## config.mk

```make
export PLATFORM = sky130hd
export DESIGN_NAME = network_sel_ctrl
export DESIGN_NICKNAME = d
export VERILOG_FILES = /design/src/rtl/network_sel_ctrl.sv
export SDC_FILE = /design/constraint.sdc
export NUM_CORES = 1
export LEC_CHECK = 0
export CAP_MARGIN = 10
export CORE_UTILIZATION = 45
export DETAILED_ROUTE_END_ITERATION = 10
export GPL_ROUTABILITY_DRIVEN = 0
export GPL_TIMING_DRIVEN = 0
export PLACE_DENSITY_LB_ADDON = 0.12
export SLEW_MARGIN = 20
export SYNTH_ARGS = -nofsm -noshare
export SYNTH_HDL_FRONTEND = slang
export SYNTH_SLANG_ARGS = --single-unit
```

## constraint.sdc

```tcl
create_clock -name clk -period 1.9 [get_ports clk]
set_clock_uncertainty 0.15 [all_clocks]
set_input_delay 0.19 -clock clk [delete_from_list [all_inputs] [get_ports clk]]
set_output_delay 0.19 -clock clk [all_outputs]
set_load 0.005 [all_outputs]
```

## src/rtl/network_sel_ctrl.sv

```systemverilog
// Stage sequencer for the NTT/INTT butterfly output crossbar: runs NUM_STAGE
// stages of CYC_PER_STAGE cycles, separated by a mode-dependent drain gap.
module network_sel_ctrl #(
   parameter int NUM_STAGE     = 5,
   parameter int CYC_PER_STAGE = 128,
   parameter int LAT_NTT       = 7,
   parameter int LAT_INTT      = 13
) (
   input  logic       clk,
   input  logic       rst,
   input  logic       start,
   input  logic       sel,
   output logic       sel_out,
   output logic       busy,
   output logic       done,
   output logic       valid,
   output logic [3:0] stage,
   output logic [1:0] sel_a_0,
   output logic [1:0] sel_a_1,
   output logic [1:0] sel_a_2,
   output logic [1:0] sel_a_3,
   output logic [1:0] o_dbg_state
);

   localparam int CYC_W = $clog2(CYC_PER_STAGE);
   localparam logic [CYC_W-1:0] CYC_LAST   = CYC_W'(CYC_PER_STAGE - 1);
   localparam logic [3:0]       STAGE_LAST = 4'(NUM_STAGE - 1);
   localparam logic [3:0]       GAP_NTT    = 4'(LAT_NTT - 1);
   localparam logic [3:0]       GAP_INTT   = 4'(LAT_INTT - 1);

   typedef enum logic [1:0] {
      S_IDLE  = 2'd0,
      S_RUN   = 2'd1,
      S_DRAIN = 2'd2,
      S_DONE  = 2'd3
   } state_t;

   state_t           r_state;
   logic [CYC_W-1:0] r_cyc;
   logic [3:0]       r_gap;
   logic [3:0]       r_stage;
   logic             r_sel_out;
   logic             r_busy;
   logic             r_done;
   logic             r_valid;
   logic [7:0]       r_codes;

   state_t           w_state_nxt;
   logic [CYC_W-1:0] w_cyc_nxt;
   logic [3:0]       w_gap_nxt;
   logic [3:0]       w_stage_nxt;
   logic             w_sel_out_nxt;
   logic [7:0]       w_codes_nxt;

   always_comb begin
      w_state_nxt   = r_state;
      w_cyc_nxt     = r_cyc;
      w_gap_nxt     = r_gap;
      w_stage_nxt   = r_stage;
      w_sel_out_nxt = r_sel_out;
      case (r_state)
         S_IDLE: begin
            if (start) begin
               w_state_nxt   = S_RUN;
               w_sel_out_nxt = sel;
               w_stage_nxt   = 4'd0;
               w_cyc_nxt     = '0;
            end
         end
         S_RUN: begin
            w_cyc_nxt = r_cyc + 1'b1;
            if (r_cyc == CYC_LAST) begin
               w_state_nxt = S_DRAIN;
               w_cyc_nxt   = '0;
               w_gap_nxt   = r_sel_out ? GAP_INTT : GAP_NTT;
            end
         end
         S_DRAIN: begin
            if (r_gap == 4'd0) begin
               if (r_stage == STAGE_LAST) begin
                  w_state_nxt = S_DONE;
               end else begin
                  w_state_nxt = S_RUN;
                  w_stage_nxt = r_stage + 4'd1;
                  w_cyc_nxt   = '0;
               end
            end else begin
               w_gap_nxt = r_gap - 4'd1;
            end
         end
         S_DONE: begin
            w_state_nxt = S_IDLE;
         end
         default: begin
            w_state_nxt = S_IDLE;
         end
      endcase
   end

   // Codes are decoded from the next-state counters so the outputs are flops.
   always_comb begin
      w_codes_nxt = 8'h00;
      if (w_state_nxt == S_RUN) begin
         if (w_stage_nxt[0] && !w_cyc_nxt[0]) begin
            w_codes_nxt = {2'b01, 2'b11, 2'b00, 2'b10};
         end else begin
            w_codes_nxt = {2'b01, 2'b00, 2'b11, 2'b10};
         end
      end
   end

   always_ff @(posedge clk or posedge rst) begin
      if (rst) begin
         r_state   <= S_IDLE;
         r_cyc     <= '0;
         r_gap     <= 4'd0;
         r_stage   <= 4'd0;
         r_sel_out <= 1'b0;
         r_busy    <= 1'b0;
         r_done    <= 1'b0;
         r_valid   <= 1'b0;
         r_codes   <= 8'h00;
      end else begin
         r_state   <= w_state_nxt;
         r_cyc     <= w_cyc_nxt;
         r_gap     <= w_gap_nxt;
         r_stage   <= w_stage_nxt;
         r_sel_out <= w_sel_out_nxt;
         r_busy    <= (w_state_nxt != S_IDLE);
         r_done    <= (w_state_nxt == S_DONE);
         r_valid   <= (w_state_nxt == S_RUN);
         r_codes   <= w_codes_nxt;
      end
   end

   assign sel_out     = r_sel_out;
   assign busy        = r_busy;
   assign done        = r_done;
   assign valid       = r_valid;
   assign stage       = r_stage;
   assign sel_a_0     = r_codes[7:6];
   assign sel_a_1     = r_codes[5:4];
   assign sel_a_2     = r_codes[3:2];
   assign sel_a_3     = r_codes[1:0];
   assign o_dbg_state = r_state;

endmodule

```

==> metrics.csv, run 1 <==
stage;metric;value;unit
clocking;Max Buffers Root-to-Sink;2;
clocking;total CTS buffers;3;
layout;final-layout fill cell count;231;
critical_path;WP buf/inv;1;
critical_path;CP most frequent cell;and3_4;
die;starting density of the core;0.479;
power;leak pwr;0.761;nW
timing;relative slew slack;0.409;
placement;PortBufs;19;
synth;Cell Area, Synth;1320;sq um
power;Max IR drop VDD;386;uV
critical_path;worst-case reg-to-reg path depth;6;
critical_path;WP data required;1960;ps
critical_path;Crit Path Max Fanout;7;
layout;Final Instance Area;1720;sq um
route;routed via count;1120;
clocking;CTS root buffer;clkbuf_4;
layout;Final Net Count;178;
timing;clock period minus final worst setup slack;1870;ps
grt;pin count of the biggest net entering global routing;24;
die;IO Count;22;
synth;top cells by area, synth;dfrtp_1, buf_4, ha_1, o21ai_0, inv_1;
critical_path;reg-to-reg endpoint;busy;
flow_run;Max-Cap Viols;0;
route;Post-Route WL;2.95;mm
synth;synth unique cells;45;
die;die height;56.2;um
clocking;Clock Latency Late Sink;330;ps
die;# rows;19;
synth;Avg Cell Area, Syn;9.64;sq um
critical_path;crit path cell chain;ha_4, and3_4, buf_6, and3_4, a21o_1, or3_1;
placement;DP Area;1550;sq um
outcome;run status;completed;
route;post-route ant nets;0;
synth;Synth area leader;dfrtp_1;
timing;Final setup viols;0;
layout;final core utilization;0.624;
grt;initial antenna violation count;0;
power;pwr/cell area;438;nW/um^2
layout;diode count;0;
critical_path;CP endpoint kind;flip-flop;
min_path;hold crit path type;in -> async;
grt;number of global-route vias before repair;1055;
clocking;Clk pin slew, worst setup/hold paths;140;ps
synth;Async S/R FF share, synth;1.00;
route;drt wl/cell;14.7;um
route;Initial DRC Count;40;
critical_path;origin of the critical flop-to-flop path;r_cyc[1];
synth;synthesis-stage register bit count;23;
grt;GRT Total Usage;0.194;
die;die width;56.2;um
timing;Final Max Tran Viols;0;
timing;Tightest Pin Transition;885;ps
critical_path;R2R Setup Slk;30;ps
timing;f_max;536;MHz
clocking;TritonCTS Sinks;23;
timing;RSZ-0062 raised after global routing;yes;
critical_path;Largest stage delay, worst path;440;ps
critical_path;kind of critical path;reg -> reg;
synth;Yosys warning total;0;
layout;fraction of layout cells with a size suffix above 1;0.260;
route;# DRC;0;
synth;sequential fraction of the synthesis area;0.436;
grt;remaining global-route overflow;0;
timing;fin crit share;0.983;
critical_path;CP max stage cell;dfrtp_1;
clocking;cts hold-fix bufs;0;
critical_path;WP depth;6;
synth;Post-synth EDFFs;0;
clocking;CTS tree;done;
critical_path;critical path startpoint category;flip-flop;
synth;Top FF cell, synth;dfrtp_1;
layout;Layout Area Growth over Synthesis;30.4;%
route;vias per cell;5.60;
timing;final hold vios;0;
route;Detailed Routing Iterations Pass 1;4;
synth;cell with the most instances after synthesis;dfrtp_1;
clocking;CTS H-tree lvls;1;
die;die area;3150;sq um
grt;first-pass GRT wire length;4.80;mm
synth;top-area cell type share of the netlist area;0.436;
die;area of the core;2760;sq um
critical_path;worst path arrival time;1930;ps
critical_path;Largest delay share family, worst path;simple AND/OR/NAND/NOR gates;
synth;Gate Count Post-Synth;137;
power;Final Power;0.000753;W
timing;WHS;186;ps
placement;post-detail-place hpwl;1.96;mm
synth;Commonest cells post-synth;dfrtp_1, inv_1, nand2_1;
metrics by stage:
stage / cells / setup TNS, ps / setup WS (ps)
floorplan: 138 / 0 / 53.1
global placement: 188 / -157 / -59.9
detailed placement: 188 / -588 / -97.7
CTS: 194 / 0 / 2.34
global route: 200 / -45.0 / -27.1
finish: 200 / 0 / 32.9
cell families after synthesis:
kind of cell | after synthesis | share of synthesized area
simple gates | 43 | 0.195
compound gates | 36 | 0.182
buf+inv | 24 | 0.102
flops | 23 | 0.436
fa+ha+maj | 4 | 0.0379
xor+xnor | 3 | 0.0199
mux | 3 | 0.0237
other cells | 1 | 0.00284
cell type report:
cell class              instances  area (sq um)  share of cell area
repair buffers                 27           250               0.145
plain buffers                  12          96.3              0.0560
flip-flops and latches         23           577               0.335
well taps                      31          38.8              0.0225
clock buffers                   4          26.3              0.0153
multi-input cells              91           688               0.400
inverters                      12          45.0              0.0262
cells in the final DEF (no fill, tap or decap), types with 2 or more instances in the layout:
| cell | n |
|---|---|
| o22ai_1 | 2 |
| buf_2 | 2 |
| nand2_1 | 9 |
| and3_4 | 2 |
| dfrtp_1 | 22 |
| buf_6 | 3 |
| nor2_1 | 3 |
| inv_1 | 11 |
| mux2i_1 | 2 |
| nand3_1 | 5 |
| a21oi_1 | 7 |
| and2_1 | 2 |
| clkbuf_4 | 3 |
| ha_4 | 2 |
| a22o_1 | 2 |
| a211oi_1 | 4 |
| o21ai_0 | 7 |
| nor3_1 | 4 |
| clkdlybuf4s50_1 | 19 |
| buf_4 | 15 |
| conb_1 | 2 |
| or3_1 | 2 |
| xnor2_1 | 2 |
| o21ai_1 | 2 |
| nor2b_1 | 3 |
worst reg2reg max path, delay by kind of cell, from the launching register on:
kind                     cells  cell delay [ps]
AND/OR/NAND/NOR              3              690
flip-flops                   1              440
adder cells (fa/ha/maj)      1              180
AO/OA/AOI/OAI                1              160
buffers and inverters        1              120
layer usage:
layer / track usage / vias to the layer above / routed length [um]
met3: 0.0209 / 5 / 104
li1: - / 538 / -
met1: 0.263 / 550 / 1320
met4: 0.0627 / 0 / 55
met5: 0 / - / 0
met2: 0.327 / 27 / 1470
registers in the layout (all words and copies together), names as in the netlist:
name         cells
r_gap            4
o_dbg_state      2
r_codes          3
sel_out          1
r_cyc            7
busy             1
done             1
stage            4
worst max path at each step:
stage,start,endpoint
2_1_floorplan,r_cyc[0],busy
5_1_grt,r_gap[1],r_codes[5]
4_1_cts,r_gap[0],stage[1]
3_5_place_dp,r_gap[0],r_cyc[6]
3_3_place_gp,r_cyc[0],busy
6_report,r_cyc[1],busy
where the power goes:
| group | total, W | internal [W] | leakage, nW | switching (W) |
|---|---|---|---|---|
| Sequential | 0.000489 | 0.000489 | 0.264 | 0 |
| Clock | 0.000239 | 0.0000823 | 0.0150 | 0.000157 |
| Combinational | 0.0000250 | 0.00000980 | 0.481 | 0.0000152 |
repair_timing:
action / CTS / global route
resized for setup: 7 / 11
pin swaps: 0 / 4
setup buffers: 2 / 6
setup endpoints to repair: 12 / 13
(Power assumes the default switching activity.)
==> inputs of run 2 (changes only) <==
--- a/config.mk
+++ b/config.mk
@@ -11,7 +11,6 @@
 export GPL_ROUTABILITY_DRIVEN = 0
 export GPL_TIMING_DRIVEN = 0
 export PLACE_DENSITY_LB_ADDON = 0.12
-export SLEW_MARGIN = 20
 export SYNTH_ARGS = -nofsm -noshare
 export SYNTH_HDL_FRONTEND = slang
 export SYNTH_SLANG_ARGS = --single-unit
==> results of run 2 <==
No change in the layout: final DEF, timing and power equal those of run 1.
==> inputs of run 3 (changes only) <==
--- a/config.mk
+++ b/config.mk
@@ -6,7 +6,7 @@
 export NUM_CORES = 1
 export LEC_CHECK = 0
 export CAP_MARGIN = 10
-export CORE_UTILIZATION = 45
+export CORE_UTILIZATION = 47
 export DETAILED_ROUTE_END_ITERATION = 10
 export GPL_ROUTABILITY_DRIVEN = 0
 export GPL_TIMING_DRIVEN = 0
==> run 3 against run 2 <==
Net effect: count of clock-buffer cells in the layout fell by 1; clock power is 3% lower; fmax rose by 1.0%; worst setup slack gained 19 ps; power fell by 1.2%; register-to-register slack improved by 20 ps; non-clock buffer count down 1; combinational power down 4%; critical endpoint is now r_codes[5]; largest cell class unchanged; largest power group unchanged; highest routed layer unchanged.
==> metrics.csv, run 3 (synthesis results as in run 1) <==
stage;metric;value;unit;change
layout;fraction of layout cells with a size suffix above 1;0.256;;-0.00440
timing;WHS;187;ps;+1.78 ps
die;die height;55.0;um;-2.1%
layout;Largest Register;r_cyc;;
clocking;Max Buffers Root-to-Sink;2;;unchanged
route;routed via count;1101;;-1.7%
clocking;total CTS buffers;3;;unchanged
critical_path;origin of the critical flop-to-flop path;stage[0];;
die;die width;55.0;um;-2.1%
die;IO Count;22;;unchanged
layout;Final Net Count;177;;-0.56%
layout;final-layout fill cell count;219;;-5.2%
timing;Final Max Tran Viols;0;;unchanged
power;P_int;0.000578;W;-0.62%
timing;Final setup viols;0;;unchanged
power;Clk network pwr share;0.310;;-0.007
grt;initial antenna violation count;0;;unchanged
die;area of the core;2570;sq um;-6.9%
grt;remaining global-route overflow;0;;unchanged
layout;Layout Area Growth over Synthesis;28.5;%;
flow_run;Max-Cap Viols;0;;unchanged
clocking;CTS H-tree lvls;1;;unchanged
layout;FF/Latch Area;578;sq um;+0.22%
grt;first-pass GRT wire length;4.37;mm;-8.8%
clocking;Clk pin slew, worst setup/hold paths;130;ps;about the same
power;Reg power frac;0.657;;+0.007
clocking;Clock Latency Late Sink;310;ps;-20 ps
timing;f_max;541;MHz;+1.0%
layout;diode count;0;;unchanged
critical_path;Worst Setup SP;stage[0];;
power;P_sw;0.000166;W;-3.2%
timing;RSZ-0062 raised after global routing;yes;;
layout;commonest non-fill, non-tap cell in the layout;dfrtp_1;;
layout;max FFs per register;7;;unchanged
grt;pin count of the biggest net entering global routing;24;;unchanged
grt;number of global-route vias before repair;1019;;-3.4%
critical_path;WP data required;1960;ps;about the same
grt;GRT Total Usage;0.207;;+0.0125
die;die area;3020;sq um;-4.1%
critical_path;Crit Path Max Fanout;6;;-1
timing;clock period minus final worst setup slack;1850;ps;-19.0 ps
min_path;hold crit path type;in -> async;;
clocking;TritonCTS Sinks;23;;unchanged
critical_path;kind of critical path;reg -> reg;;
timing;fin crit share;0.973;;-0.0100
route;Post-Route WL;2.73;mm;-7.5%
timing;relative slew slack;0.427;;+0.0177
route;Initial DRC Count;11;;-73%
route;drt wl/cell;13.8;um;-6.6%
layout;Final Instance Area;1700;sq um;-1.5%
power;Max IR drop VDD;440;uV;+14%
clocking;CTS tree;done;;
placement;PortBufs;19;;unchanged
timing;final hold vios;0;;unchanged
die;# rows;18;;-1
critical_path;worst path arrival time;1910;ps;-20 ps
route;# DRC;0;;unchanged
outcome;run status;completed;;
critical_path;CP endpoint kind;flip-flop;;
power;leak pwr;0.755;nW;-0.75%
die;starting density of the core;0.514;;+0.0355
clocking;CTS root buffer;clkbuf_4;;
placement;post-detail-place hpwl;1.86;mm;-5.0%
critical_path;critical path startpoint category;flip-flop;;
route;Detailed Routing Iterations Pass 1;4;;unchanged
placement;DP Area;1550;sq um;about the same
timing;Tightest Pin Transition;858;ps;-26.5 ps
power;Comb power frac;0.032;;about the same
layout;multi-input logic area;672;sq um;-2.4%
layout;most frequent cells in the layout;dfrtp_1, clkdlybuf4s50_1, buf_4;;
power;pwr/cell area;439;nW/um^2;+0.26%
route;post-route ant nets;0;;unchanged
route;vias per cell;5.56;;-0.70%
power;Switching Share;0.224;;-0.00451
[run 3: final cells by class]
type	count	area share
multi-input combinational	91	0.396
tap	30	0.0221
clock inverter	1	0.00295
inverter	12	0.0265
timing repair buffer	26	0.142
clock buffer	3	0.0133
sequential	23	0.341
buffer	12	0.0568
[run 3: repair_timing]
action / 4_1_cts / 5_1_grt
pin swaps: 0 / 9
setup buffers: 1 / 5
cloned: 0 / 1
gates resized for setup: 6 / 10
hold buffers: 0 / 0
endpoints found under the setup margin: 11 / 14
[run 3: stage by stage]
step	std cells	TNS, ps	total power (W)	utilization	setup slack, ps
final	198	0	0.000744	0.661	52.0
after global routing	198	-36.8	0.000767	0.661	-25.0
after CTS	192	-8.97	0.000754	0.627	-5.46
after detailed placement	187	-442	0.000523	0.604	-114
after global placement	187	-261	0.000523	0.604	-60.3
after floorplan	138	0	0.000513	-	53.1
[run 3: final timing paths]
path,to,slack (ps),depth (start not counted)
hold reg to reg,r_cyc[6],350,1
max in group asynchronous,stage[0],840,2
setup / recovery,r_codes[5],50,6
hold / removal,r_codes[5],190,2
min in group clk,sel_out,330,2
setup reg to reg,r_codes[5],50,6
[run 3: power by group through the flow]
stage / Clock, W / Sequential [W] / Combinational [W]
floorplan: 0 / 0.000499 / 0.0000140
global placement: 0 / 0.000499 / 0.0000241
detailed placement: 0 / 0.000499 / 0.0000242
CTS: 0.000240 / 0.000490 / 0.0000243
global route: 0.000249 / 0.000490 / 0.0000279
finish: 0.000231 / 0.000489 / 0.0000240
[run 3: critical path, cell delays in order (launching register included)]
cell	delay (ps)
dfrtp_2	470
inv_1	80
ha_2	200
nand3b_4	120
and4_1	210
a311o_1	350
nor3b_2	160
[run 3: routing by layer]
layer,wire length [um],vias up,global-route usage
li1,-,541,-
met1,1240,533,0.259
met2,1350,25,0.335
met3,118,2,0.0383
met4,19,0,0.113
met5,0,-,0
